<file path="src/rtl/match_priority_encoder.sv">
// Sequential lowest-index priority encoder over a D-line TCAM match vector.
// Scans C lines per cycle and holds the result until the consumer handshakes.
module match_priority_encoder #(
  parameter int unsigned D = 512,
  parameter int unsigned C = 64
) (
  input  logic                 clk,
  input  logic                 reset,
  input  logic [D-1:0]         match,
  input  logic                 match_valid,
  output logic                 busy,
  output logic                 result_valid,
  input  logic                 result_ready,
  output logic                 result_hit,
  output logic [$clog2(D)-1:0] result_addr,
  output logic                 result_multi,
  output logic                 overrun
);

  localparam int unsigned SA = $clog2(D);
  localparam int unsigned NC = D / C;
  localparam int unsigned KW = (NC > 1) ? $clog2(NC) : 1;
  localparam int unsigned CW = (C > 1) ? $clog2(C) : 1;

  typedef enum logic [1:0] {StIdle, StScan, StDone} state_e;

  state_e        state_q, state_d;
  logic [D-1:0]  buf_q, buf_d;
  logic [KW-1:0] k_q, k_d;
  logic          hit_q, hit_d;
  logic [SA-1:0] addr_q, addr_d;
  logic          multi_q, multi_d;
  // Multi flag is computed at accept but only published on entry to DONE.
  logic          multi_pend_q, multi_pend_d;
  logic          overrun_q, overrun_d;

  logic [C-1:0]  chunk;
  logic [CW-1:0] chunk_pos;
  logic          chunk_nz;
  logic          last_chunk;

  always_comb begin
    chunk      = buf_q[32'(k_q) * C +: C];
    chunk_nz   = |chunk;
    last_chunk = (k_q == KW'(NC - 1));
    // Descending loop so the lowest set bit wins.
    chunk_pos  = '0;
    for (int i = C - 1; i >= 0; i--) begin
      if (chunk[i]) chunk_pos = CW'(i);
    end
  end

  always_ff @(posedge clk or posedge reset) begin
    if (reset) begin
      state_q      <= StIdle;
      buf_q        <= '0;
      k_q          <= '0;
      hit_q        <= 1'b0;
      addr_q       <= '0;
      multi_q      <= 1'b0;
      multi_pend_q <= 1'b0;
      overrun_q    <= 1'b0;
    end else begin
      state_q      <= state_d;
      buf_q        <= buf_d;
      k_q          <= k_d;
      hit_q        <= hit_d;
      addr_q       <= addr_d;
      multi_q      <= multi_d;
      multi_pend_q <= multi_pend_d;
      overrun_q    <= overrun_d;
    end
  end

  always_comb begin
    state_d      = state_q;
    buf_d        = buf_q;
    k_d          = k_q;
    hit_d        = hit_q;
    addr_d       = addr_q;
    multi_d      = multi_q;
    multi_pend_d = multi_pend_q;
    overrun_d    = overrun_q;
    unique case (state_q)
      StIdle: begin
        if (match_valid) begin
          buf_d        = match;
          multi_pend_d = |(match & (match - D'(1)));
          k_d          = '0;
          state_d      = StScan;
        end
      end
      StScan: begin
        if (match_valid) overrun_d = 1'b1;
        if (chunk_nz) begin
          hit_d   = 1'b1;
          addr_d  = SA'(32'(k_q) * C + 32'(chunk_pos));
          multi_d = multi_pend_q;
          state_d = StDone;
        end else if (last_chunk) begin
          hit_d   = 1'b0;
          addr_d  = '0;
          multi_d = multi_pend_q;
          state_d = StDone;
        end else begin
          k_d = k_q + KW'(1);
        end
      end
      StDone: begin
        // A match_valid on the leaving edge is dropped, not accepted.
        if (match_valid)  overrun_d = 1'b1;
        if (result_ready) state_d   = StIdle;
      end
      default: state_d = StIdle;
    endcase
  end

  always_comb begin
    busy         = (state_q != StIdle);
    result_valid = (state_q == StDone);
    result_hit   = hit_q;
    result_addr  = addr_q;
    result_multi = multi_q;
    overrun      = overrun_q;
  end

endmodule
</file>
<file path="config.mk">
export PLATFORM = sky130hd
export DESIGN_NAME = match_priority_encoder
export DESIGN_NICKNAME = d
export VERILOG_FILES = /design/src/rtl/match_priority_encoder.sv
export SDC_FILE = /design/constraint.sdc
export NUM_CORES = 2
export LEC_CHECK = 0
export BUFFER_PORTS_ARGS = -buffer_cell sky130_fd_sc_hd__buf_2
export CAP_MARGIN = 20
export CORE_ASPECT_RATIO = 0.8
export CORE_MARGIN = 1.5
export CORE_UTILIZATION = 24
export DETAILED_ROUTE_END_ITERATION = 10
export PLACE_DENSITY = 0.47
export SYNTH_ARGS = -nofsm -noshare
export SYNTH_HDL_FRONTEND = slang
export SYNTH_SLANG_ARGS = --single-unit
</file>
<file path="constraint.sdc">
create_clock -name clk -period 18.8 [get_ports clk]
set_input_delay 3.76 -clock clk [delete_from_list [all_inputs] [get_ports clk]]
set_output_delay 3.76 -clock clk [all_outputs]
set_load 0.02 [all_outputs]
</file>
==> results by group <==
Synth
  • Register area share after synthesis: between 30 and 40%
  • Post-synthesis area per instance: 8.01 sq um
  • Syn nets: ~4800
  • Main synth FF type: dfrtp_1
  • Post-Syn Area: 33900 sq um
  • Synth Instances: 4229
  • Synth cell types: slightly above 80
  • Syn. warnings: 0
  • Fraction of registers with async set/reset: 100%
  • EDFF count, synth: 0
  • Yosys reg bits: 530

Timing
  • Setup violations, final: 0
  • Final hold viol count: 0
  • RSZ-0062 raised after global routing: no
  • Min Hold Slack: about 470 ps
  • Rel. slew slack: 5.69%
  • Final Max Tran Viols: 0
  • Tcrit/Tclk final: between 50% and 60%
  • Worst slew pin tran: 1400 ps
  • Min Tclk post-route: slightly above 10000 ps
  • Fmax: 97.8 MHz
  • TNS Setup: 0 ps
  • Layout Skew: between 30 and 40 ps

Setup path
  • R2r endpoint: result_multi
  • Worst Reg-to-Reg Cells: 12
  • Worst EP arrival: approximately 11000 ps
  • Crit path launch type: input port
  • Setup crit end kind: flop
  • Critical Path RT: between 15000 and 20000 ps
  • Worst Setup SP: match[117]
  • R2R Setup Slk: 12270 ps
  • Max FO, Critical Path: 18
  • Reg2reg start: k_q[0]
  • Setup crit end: multi_pend_q
  • Critical path type: input port to flop

Route
  • Vias/cell: between 5 and 6
  • WL final: between 200 and 300 mm
  • # DRC: 0
  • ANT nets after route: 0
  • WL/cell: roughly 40 microns
  • Initial drt markers: just under 6000
  • Total number of vias: a little under 40000
  • Drt pass-1 iters: 6

Clock tree
  • Hold Buf Count CTS: 0
  • Worst skew pair latency: roughly 710 ps
  • Max Root-Sink Buffers: 3
  • Root Buffer: clkbuf_16
  • H-tree Lvls: 2
  • CTS tree: yes
  • Clock sinks: 530
  • Postcts setup bufs: 0
  • CTS clk-pin slew, worst paths: 80 ps
  • Total CTS buffers: 61
  • Post_cts resized: 0

Job
  • Max-Cap Viols: 0

Final layout
  • # nets final: approximately 5200
  • Core occupancy in the finished layout: between 20% and 30%
  • Layout area overhead: 21.1%
  • Layout cells sized above 1: between 10% and 20%
  • Design area: 41000 sq um

Floorplan
  • I/O pin count: 530
  • Initial Util: about 24%
  • Full die area: 143000 sq um
  • Die height: between 300 and 400 microns
  • Core Region: 140000 sq um
  • Standard-cell rows: about 120
  • Die width: about 420 microns

Status
  • Status: finished, final reports clean

GRT
  • Gr usage total: approximately a third
  • Remaining global-route overflow: 0
  • Initial antenna violation count: 55
  • First-pass GRT wire length: ~340 mm
  • Largest net degree at the start of global routing: 216
  • Vias in the first global route: about 36000

Power
  • Leakage: approximately 18 nW
  • Power density cells: approximately 130 nW/um^2
  • VDD IR-drop max: between 0.00008 and 0.00009 V

Placed design
  • Gpl congestion: between 1 and 1.5
  • Placed Area: a little under 40000 sq um
  • DP HPWL: approximately 210 mm
  • Number of port buffers: approximately 530

Hold path
  • Hold Path Class: flop to flop
  • Worst Min Path Start: result_addr[2]
layout make-up:
class | count | area (sq um)
fillers | 15500 | 99400
multi-input cells | 3476 | 19800
flip-flops and latches | 530 | 13300
repair buffers | 609 | 3280
well taps | 1875 | 2350
clock buffers | 81 | 1710
clock inverters | 33 | 403
inverters | 32 | 128
diodes | 9 | 22.5
metrics by stage:
step                      std cells  worst slack (ps)  power, W
after floorplan                4229               230   0.00298
after global placement         6508              6730   0.00388
after detailed placement       6519              8220   0.00390
after CTS                      6633              8940   0.00520
after global routing           6636              8560   0.00551
final                          6645              8570   0.00525
power by group:
| part | internal, W | switching (W) |
|---|---|---|
| logic | 0.000600 | 0.00129 |
| clock network | 0.000729 | 0.000560 |
| registers | 0.00167 | 0.000403 |
cell usage in the layout, fill, tap and decap left out, types with 79 or more instances in the layout:
| master | n |
|---|---|
| dfrtp_1 | 527 |
| nand3_1 | 111 |
| nor4_1 | 119 |
| o31ai_1 | 79 |
| or4_1 | 99 |
| or3_1 | 103 |
| nor2_1 | 169 |
| nand2_1 | 1717 |
| o21ai_0 | 154 |
| nor3_1 | 151 |
| mux4_2 | 128 |
| nand4_1 | 105 |
| buf_2 | 535 |
worst max-delay path, cell delays in order:
cell	delay, ps
buf_2	160
or4_4	580
or4b_1	780
nor4_4	380
nand4_1	700
or3_1	830
buf_4	340
o31ai_1	1130
nand2_1	140
a2111oi_0	540
buf_1	230
nand3_1	170
a2111oi_1	310
buf_2	240
nand4_1	100
o32a_1	360
layer usage:
layer,GRT usage [%],vias to the layer above,part of all wire [%]
li1,-,16300,-
met1,49.0,20100,43
met2,52.3,2521,43
met3,8.30,491,9.7
met4,12.6,46,4.3
met5,0,-,0.11
registers in the layout, summed over array words and instances, names as in the netlist:
signal / cells
overrun: 1
result_hit: 1
buf_q: 512
k_q: 3
result_addr: 9
state_q: 2
multi_pend_q: 1
result_multi: 1
cell usage after synthesis (5+ instances only):
cell	instances	area share [%]
nand2_1	1718	19
dfrtp_1	530	39
nor2_1	169	1.9
clkbuf_1	155	1.7
o21ai_0	154	2.3
nor3_1	152	2.2
mux4_2	128	8.5
nor4_1	120	2.2
nand3_1	111	1.6
nand4_1	105	1.9
or3_1	103	1.9
or4_1	99	2.2
o31ai_1	80	1.8
o41ai_1	60	1.6
a21oi_1	55	0.81
or2_2	40	0.74
buf_1	32	0.35
inv_1	31	0.34
mux2i_1	24	0.71
o31a_1	22	0.57
a22oi_1	20	0.44
a2111oi_0	18	0.47
o21a_1	17	0.38
a221oi_1	16	0.41
nand2b_1	15	0.28
a211oi_1	14	0.31
and3_1	14	0.26
and4_1	13	0.34
o2111ai_1	13	0.34
and2_1	11	0.20
o32ai_1	11	0.28
nor4b_1	10	0.26
or2_1	10	0.18
a222oi_1	9	0.27
o22ai_1	9	0.17
o41a_1	9	0.30
nand4b_1	8	0.21
a21boi_0	7	0.16
a22o_1	7	0.18
nand3b_1	7	0.16
a31oi_1	6	0.11
ha_1	5	0.18
o311ai_0	5	0.13
or4b_1	5	0.15
logic make-up (layout without fill, tap and decap cells):
| group | Yosys count | after routing | synth area share, % |
|---|---|---|---|
| muxes | 155 | 155 | 9.32 |
| buffers and inverters | 223 | 755 | 2.50 |
| and+or+nand+nor | 2742 | 2742 | 36.8 |
| AOI/OAI and AO/OA | 572 | 572 | 12.0 |
| DFF | 530 | 530 | 39.2 |
| adders and majority gates | 7 | 7 | 0.244 |
| other | 0 | 9 | 0 |
how the worst min path moves through the flow:
stage                          end  slack, ps  depth (start not counted)
floorplan               buf_q[128]        440                          2
global placement        buf_q[133]        450                          2
detailed placement  result_addr[2]        450                          2
CTS                 result_addr[2]        470                          2
global route            buf_q[263]        480                          2
finish              result_addr[2]        470                          2
No activity file was read; power rests on OpenSTA's default activity.
